**config.mk**
```make
export PLATFORM = sky130hd
export DESIGN_NAME = uart_rx
export DESIGN_NICKNAME = d
export VERILOG_FILES = /design/src/rtl/uart_pkg.sv /design/src/rtl/uart_sync.sv /design/src/rtl/uart_rx.sv
export SDC_FILE = /design/constraint.sdc
export NUM_CORES = 1
export LEC_CHECK = 0
export ABC_AREA = 1
export BUFFER_PORTS_ARGS = -buffer_cell sky130_fd_sc_hd__buf_2
export CAP_MARGIN = 20
export CELL_PAD_IN_SITES_DETAIL_PLACEMENT = 0
export CELL_PAD_IN_SITES_GLOBAL_PLACEMENT = 1
export CORE_ASPECT_RATIO = 1.1
export CORE_MARGIN = 3
export CORE_UTILIZATION = 50
export CTS_BUF_LIST = sky130_fd_sc_hd__clkbuf_4
export CTS_CLUSTER_DIAMETER = 50
export DETAILED_ROUTE_END_ITERATION = 12
export GPL_TIMING_DRIVEN = 0
export PLACE_DENSITY_LB_ADDON = 0.1
export REMOVE_ABC_BUFFERS = 1
export SETUP_SLACK_MARGIN = 0.05
export SYNTH_ARGS = -nofsm -noshare
export SYNTH_HDL_FRONTEND = slang
export SYNTH_SLANG_ARGS = --single-unit
export TNS_END_PERCENT = 50
```
**constraint.sdc**
```tcl
create_clock -name i_clk -period 3.5 [get_ports i_clk]
set_input_delay 0.7 -clock i_clk [delete_from_list [all_inputs] [get_ports i_clk]]
set_output_delay 0.7 -clock i_clk [all_outputs]
set_load 0.02 [all_outputs]
```
**src/rtl/uart_pkg.sv**
```systemverilog
// Shared UART constants: default bit timing and the receiver/transmitter state encoding.
package uart_pkg;

    localparam int UART_D = 234;   // round(27 MHz / 115200 bit/s)
    localparam int UART_L = 8;     // counter width, must hold UART_D-1

    localparam logic [2:0] ST_IDLE   = 3'd0;
    localparam logic [2:0] ST_START  = 3'd1;
    localparam logic [2:0] ST_DATA   = 3'd2;
    localparam logic [2:0] ST_STOP   = 3'd3;
    localparam logic [2:0] ST_WAITHI = 3'd4;

endpackage

```
**src/rtl/uart_sync.sv**
```systemverilog
// Two-flop synchronizer for a single asynchronous input; both flops reset to RST_VAL.
module uart_sync #(
    parameter logic RST_VAL = 1'b1
) (
    input  logic i_clk,
    input  logic i_rst,
    input  logic i_d,
    output logic o_q
);

    logic r_meta;
    logic r_sync;

    always_ff @(posedge i_clk or posedge i_rst) begin
        if (i_rst) begin
            r_meta <= RST_VAL;
            r_sync <= RST_VAL;
        end else begin
            r_meta <= i_d;
            r_sync <= r_meta;
        end
    end

    assign o_q = r_sync;

endmodule

```
**src/rtl/uart_rx.sv**
```systemverilog
// 8N1 UART receiver: mid-bit sampling with a single bit-period counter, framing-error
// detection, and a break guard that waits for the line to return high.
module uart_rx
    import uart_pkg::*;
#(
    parameter int D = UART_D,
    parameter int L = UART_L
) (
    input  logic       i_clk,
    input  logic       i_rst,
    input  logic       i_data,
    output logic [7:0] o_data,
    output logic       o_valid,
    output logic       o_ferr,
    output logic       o_busy
);

    localparam logic [L-1:0] HALF_M1 = L'(D / 2 - 1);
    localparam logic [L-1:0] FULL_M1 = L'(D - 1);

    logic         w_rxs;
    logic [2:0]   r_state;
    logic [L-1:0] r_wait;
    logic [2:0]   r_bitcnt;
    logic [7:0]   r_shift;
    logic [7:0]   r_data;
    logic         r_valid;
    logic         r_ferr;

    uart_sync #(
        .RST_VAL(1'b1)
    ) u_sync (
        .i_clk (i_clk),
        .i_rst (i_rst),
        .i_d   (i_data),
        .o_q   (w_rxs)
    );

    always_ff @(posedge i_clk or posedge i_rst) begin
        if (i_rst) begin
            r_state  <= ST_IDLE;
            r_wait   <= '0;
            r_bitcnt <= 3'd0;
            r_shift  <= 8'h00;
            r_data   <= 8'h00;
            r_valid  <= 1'b0;
            r_ferr   <= 1'b0;
        end else begin
            r_valid <= 1'b0;
            r_ferr  <= 1'b0;
            case (r_state)
                ST_IDLE: begin
                    if (!w_rxs) begin
                        r_state <= ST_START;
                        r_wait  <= '0;
                    end
                end
                ST_START: begin
                    // Re-check the line half a bit in, so short low glitches are dropped.
                    if (r_wait == HALF_M1) begin
                        if (!w_rxs) begin
                            r_state  <= ST_DATA;
                            r_wait   <= '0;
                            r_bitcnt <= 3'd0;
                        end else begin
                            r_state <= ST_IDLE;
                        end
                    end else begin
                        r_wait <= r_wait + L'(1);
                    end
                end
                ST_DATA: begin
                    if (r_wait == FULL_M1) begin
                        r_shift  <= {w_rxs, r_shift[7:1]};
                        r_wait   <= '0;
                        r_bitcnt <= r_bitcnt + 3'd1;
                        if (r_bitcnt == 3'd7) begin
                            r_state <= ST_STOP;
                        end
                    end else begin
                        r_wait <= r_wait + L'(1);
                    end
                end
                ST_STOP: begin
                    if (r_wait == FULL_M1) begin
                        r_wait <= '0;
                        if (w_rxs) begin
                            r_data  <= r_shift;
                            r_valid <= 1'b1;
                            r_state <= ST_IDLE;
                        end else begin
                            r_ferr  <= 1'b1;
                            r_state <= ST_WAITHI;
                        end
                    end else begin
                        r_wait <= r_wait + L'(1);
                    end
                end
                ST_WAITHI: begin
                    if (w_rxs) begin
                        r_state <= ST_IDLE;
                    end
                end
                default: begin
                    r_state <= ST_IDLE;
                end
            endcase
        end
    end

    assign o_data  = r_data;
    assign o_valid = r_valid;
    assign o_ferr  = r_ferr;
    assign o_busy  = (r_state != ST_IDLE);

endmodule

```
# After elaboration in Yosys (flattened, before gate mapping)
# Cells that the tools add are included.
[word_totals]
word_cells = 57
out_inout_bits = 11
input_bits = 3
regBits = 34
[op_classes]
n_mux = 23
reduce_logical = 9
n_eq_ne = 14
n_addsub = 2
[ops]
columns = ["cell", "count"]
rows = [
  ["$mux W3", 10],
  ["$mux W8", 3],
  ["$pmux W8 S3", 1],
  ["$pmux W3 S5", 1],
  ["$ne A2 B2 Y1 const B", 6],
  ["$add A8 B1 Y8 const B", 1],
  ["$eq A8 B7 Y1 const B", 1],
  ["$eq A8 B8 Y1 const B", 1],
  ["$eq A3 B2 Y1 const B", 2],
  ["$eq A3 B3 Y1 const B", 2],
  ["$mux W1", 6],
  ["$pmux W3 S2", 1],
  ["$reduce_and A6 Y1", 1],
  ["$reduce_bool A3 Y1", 2],
  ["$reduce_and A4 Y1", 1],
  ["$add A3 B1 Y3 const B", 1],
  ["$eq A3 B1 Y1 const B", 1],
  ["$logic_not A3 Y1", 1],
  ["$reduce_and A3 Y1", 1],
  ["$mux W2", 1],
  ["$ne A2 B1 Y1 const B", 1],
  ["$reduce_and A2 Y1", 1],
  ["$reduce_bool A2 Y1", 1],
  ["$reduce_or A2 Y1", 1],
]

# Logic depth before layout (Yosys ltp)
[depth]
ltp_word = 4
ltp_mapped = 12
ltp_nobuf = 11

# Hierarchy
# From an unflattened synthesis, not the netlist that was laid out.
[hier_totals]
hier_cells = 209
area_unflattened_um2 = 1719.1
[modules_own_cells]
columns = ["mod", "n_inst", "area_each_um2", "cells_each", "seq_area_each_um2"]
rows = [
  ["uart_rx", 1, 1662.8, 206, 800.8],
  ["uart_sync", 1, 56.3, 3, 52.6],
]

# Least setup slack after synthesis
# Ideal clock, no wire load.
[synth_path]
path_type = "reg2reg"
startpoint = "reg r_wait[0]"
endpoint = "reg r_wait[7]"
synth_period_minus_slack_ns = 1.409
setup_ns = 0.113
setup_slack_ns = 2.091
stages_incl_launch_ff = 13
t_required_ns = 3.387
t_arrival_ns = 1.296
path_buffers = 1
cell_sequence = "dfrtp_1 -> inv_1 -> ha_1 -> nand2_1 -> nor2_1 -> nand2_1 -> nand2_1 -> nand2_2 -> buf_6 -> nand2_1 -> nand2_1 -> nand2_1 -> inv_1"
[synth_between]
elab_chain_cells = 3
elab_cells_between_ends = 6
classes_between = "add/sub: 1; eq/ne: 2; mux: 3"
[synth_lines]
columns = ["item", "line", "text"]
rows = [
  ["from (decl)", "uart_rx.sv:23", "logic [L-1:0] r_wait;"],
  ["from (signal assigned)", "uart_rx.sv:69", "r_wait <= r_wait + L'(1);"],
  ["from (signal assigned)", "uart_rx.sv:81", "r_wait <= r_wait + L'(1);"],
  ["from (signal assigned)", "uart_rx.sv:96", "r_wait <= r_wait + L'(1);"],
  ["$add A8 B1 Y8 (tied with other cells)", "uart_rx.sv:69, uart_rx.sv:81, uart_rx.sv:96", ""],
  ["$mux W8 (on tied branches)", "uart_rx.sv:73, uart_rx.sv:85, uart_rx.sv:60", ""],
  ["$pmux W8 S3 *", "uart_rx.sv:51", "case (r_state)"],
]
# Mark *: on every way between the ends. The rest lies on a longest branch, timed or not.
# A chain may end at the register's enable or synchronous reset.

# Worst setup path in the final report
[layout_path]
startpoint = "reg r_state[2]"
endpoint = "out o_busy"
[layout_between]
elab_chain_cells = 1
[layout_lines]
columns = ["item", "line", "text"]
rows = [
  ["from (decl)", "uart_rx.sv:22", "logic [2:0] r_state;"],
  ["from (signal assigned)", "uart_rx.sv:41", "r_state <= ST_IDLE;"],
  ["from (signal assigned)", "uart_rx.sv:54", "r_state <= ST_START;"],
  ["from (signal assigned)", "uart_rx.sv:62", "r_state <= ST_DATA;"],
  ["$reduce_bool A3 Y1", "uart_rx.sv:114", "assign o_busy = (r_state != ST_IDLE);"],
  ["to (decl)", "uart_rx.sv:15", "output logic o_busy"],
]
# No other way between the ends.

==> flow_metrics.py <==
metrics = {
    "finish": {
        "final_net_count": 242,
        "commonest_cells_after_routing_fill_and_taps_aside": "71 x sky130_fd_sc_hd__nand2_1, 32 x sky130_fd_sc_hd__inv_1, 32 x sky130_fd_sc_hd__dfrtp_1",
        "mostFrequentLayoutCell": "sky130_fd_sc_hd__nand2_1",
        "antennaDiodeCount": 0,
        "synthToLayoutAreaGrowth_pct": 9.04,
        "drive_above_1_share_pct": 18.3,
    },
    "power": {
        "cellLeakagePower_uw": 0.00101,
        "irDropWorstVdd_mv": 0.189,
        "cellPowerDensity_nw_per_um2": 322,
    },
    "worst_setup_path": {
        "path_cells": "inv_4 > nand2_1 > buf_2",
        "r2r-end": "r_state[2]$_DFFE_PP0P_",
        "arrival_ps": 1290,
        "setup.worst_path.end": "o_busy",
        "crit_path_top_delay_cell": "sky130_fd_sc_hd__dfrtp_1",
        "critical_path_peak_fanout": 10,
        "reg2reg_from": "r_wait[0]$_DFFE_PP0P_",
        "reg2reg_depth": 11,
        "timing.critical_path.to_type": "primary output",
        "cpPeakStageDelay_ps": 620,
        "start_kind": "register",
        "critPathLaunch": "r_state[2]$_DFFE_PP0P_",
        "critical_path_class": "register to primary output",
        "worst-r2r-setup-slack_ps": 1840,
        "cp_data_required_time_ps": 2800,
    },
    "sta": {
        "grt_setup_unrepaired": "false",
        "clock-skew-final_ps": 14.1,
        "count_of_final_setup_violators": 0,
        "max_slew_margin_pct": 54.2,
        "clock.fmax_ghz": 0.502,
        "fin_tns_setup_ps": 0,
        "timing.final.hold_violations": 0,
        "period_needed_ps": 1990,
        "worst_slew_pin_slew_ps": 686,
        "fin_crit_sh_pct": 56.9,
        "timing.hold.ws_ps": 363,
        "slew_viol_final": 0,
    },
    "detailed_routing": {
        "final_antenna_net_count": 0,
        "detail_route.wl_per_cell_um": 10.7,
        "drc_errors": 0,
        "num_vias": 1333,
        "viasPerCell": 4.74,
        "drt_pre_antenna_iters": 5,
        "drc_marker_count_from_the_first_detailed_route_iteration": 63,
        "drt_wl_total_um": 3010,
    },
    "cts": {
        "tritoncts_clock_tree": "built",
        "post_cts.repair.setup_buffers": 0,
        "clkSinkCount": 34,
        "cts_root_buffer": "sky130_fd_sc_hd__clkbuf_4",
        "cts-hold-fix-buffers": 0,
        "postCtsResizedCells": 0,
        "cts.clk_slew.worst_paths_ps": 100,
        "cts_inserted_buffers": 5,
        "clk_latency_ps": 340,
        "htree_levels": 2,
        "cts-root-to-sink-buffers": 2,
    },
    "floorplan": {
        "floorplan.die.height_um": 68.2,
        "start_util_pct": 54.8,
        "num_rows": 21,
        "die_x_um": 62.5,
        "core_region_area_um2": 3210,
        "dieArea_um2": 4260,
        "io-pin-count": 14,
    },
    "synth": {
        "synth_top_cell_area_share_pct": 45.6,
        "synth.ff_latch_count": 34,
        "synth-seq-area-share_pct": 48.5,
        "synth.yosys.warnings": 0,
        "syn-instance-count": 217,
        "synth.cell_area_um2": 1760,
        "synth.top_cells.by_area": "sky130_fd_sc_hd__dfrtp_1 46%, sky130_fd_sc_hd__nand2_1 15%, sky130_fd_sc_hd__inv_1 6.8%, sky130_fd_sc_hd__ha_1 3.6%, sky130_fd_sc_hd__o21ai_2 3.5%",
        "yosys.cell_types.count": 23,
        "syn_avg_cell_area_um2": 8.10,
        "synth_area_leader_cell": "sky130_fd_sc_hd__dfrtp_1",
    },
    "grt": {
        "number_of_antenna_violations_at_the_first_check_in_global_routing": 0,
        "grt_pass1_wl_um": 5500,
        "grt_max_degree": 20,
        "global_route.usage.total_pct": 16.6,
        "gr-total-overflow": 0,
        "number_of_global_route_vias_before_repair": 1299,
    },
    "min_path": {
        "hold_path.class": "register to register",
    },
    "run": {
        "cap_violations": 0,
    },
    "placed_design": {
        "numPortBuffers": 13,
        "globalplace.congestion": 0.846,
        "hpwl_um": 2270,
    },
    "run_status": {
        "outcome": "finished clean",
    },
}
## worst max-delay path: cells and delay by family (launching register included)
family	cells	cell delay, ps
flip-flops	1	620
buffers and inverters	2	250
AND/OR/NAND/NOR	1	80
## power by group
part | internal [uW] | total (uW) | leakage, uW | switching (uW)
registers | 395 | 396 | 0.000453 | 1.10
logic | 4.46 | 14.4 | 0.000531 | 9.91
clock network | 74.6 | 207 | 0.0000286 | 133
total | 474 | 617 | 0.00101 | 144
## cells in the mapped netlist
cell type                  count
sky130_fd_sc_hd__a21oi_1       1
sky130_fd_sc_hd__a21oi_2       1
sky130_fd_sc_hd__buf_6         4
sky130_fd_sc_hd__dfrtp_1      32
sky130_fd_sc_hd__dfstp_2       2
sky130_fd_sc_hd__ha_1          5
sky130_fd_sc_hd__inv_1        32
sky130_fd_sc_hd__inv_2         1
sky130_fd_sc_hd__inv_4         2
sky130_fd_sc_hd__nand2_1      71
sky130_fd_sc_hd__nand2_2       4
sky130_fd_sc_hd__nand2_4       1
sky130_fd_sc_hd__nand3_1      11
sky130_fd_sc_hd__nand3_4       1
sky130_fd_sc_hd__nand3b_1      1
sky130_fd_sc_hd__nand4_1       1
sky130_fd_sc_hd__nor2_1       16
sky130_fd_sc_hd__nor2_2        1
sky130_fd_sc_hd__nor2_4        2
sky130_fd_sc_hd__o21ai_0      11
sky130_fd_sc_hd__o21ai_1       9
sky130_fd_sc_hd__o21ai_2       7
sky130_fd_sc_hd__o21bai_1      1
## layer usage
metal  share of wire, %  wire (um)  track usage [%]  vias to the layer above
met5                  0          0                0                        -
met4                1.5         44             6.61                        0
met3                2.6         79             4.43                        5
met2                 51       1540             30.8                       14
met1                 45       1340             18.4                      611
li1                   -          -                -                      703
## sequential cells by signal (all words and copies together), names as in the netlist
signal         flops
r_state            3
r_wait             8
u_sync.r_meta      1
o_valid            1
u_sync.o_q         1
o_data             8
o_ferr             1
r_bitcnt           3
r_shift            8
## worst min path at each step
stage,from,to,slack (ps),cells past startpoint
2_1_floorplan,u_sync.r_meta$_DFF_PP1_,u_sync.o_q$_DFF_PP1_,350,0
3_3_place_gp,u_sync.r_meta$_DFF_PP1_,u_sync.o_q$_DFF_PP1_,350,0
3_5_place_dp,u_sync.r_meta$_DFF_PP1_,u_sync.o_q$_DFF_PP1_,350,0
4_1_cts,u_sync.r_meta$_DFF_PP1_,u_sync.o_q$_DFF_PP1_,370,0
5_1_grt,u_sync.r_meta$_DFF_PP1_,u_sync.o_q$_DFF_PP1_,370,0
6_report,u_sync.r_meta$_DFF_PP1_,u_sync.o_q$_DFF_PP1_,360,0
## layout make-up
| type | count | area (um^2) |
|---|---|---|
| Fill cell | 299 | 1290 |
| Clock inverter | 3 | 16.3 |
| Multi-Input combinational cell | 144 | 723 |
| Clock buffer | 5 | 37.5 |
| Timing Repair Buffer | 14 | 92.6 |
| Sequential cell | 34 | 853 |
| Inverter | 35 | 136 |
| Tap cell | 46 | 57.6 |
## metrics by stage
step	area (um^2)	setup slack, ps	instances	util (%)	power, uW
6_report	1920	1510	281	59.8	617
3_5_place_dp	1860	1850	273	58.1	419
2_1_floorplan	1710	2030	213	-	411
5_1_grt	1920	1410	281	59.8	647
4_1_cts	1920	1480	281	59.8	630
3_3_place_gp	1840	1630	272	57.3	414
## cells by family after synthesis
logic type               Yosys count  synth area share (%)
AND/OR/NAND/NOR                  109                  27.2
buffers and inverters             39                  10.3
adder cells (fa/ha/maj)            5                  3.56
AO/OA/AOI/OAI                     30                  10.4
flip-flops                        34                  48.5
No activity file was read; power rests on OpenSTA's default activity.
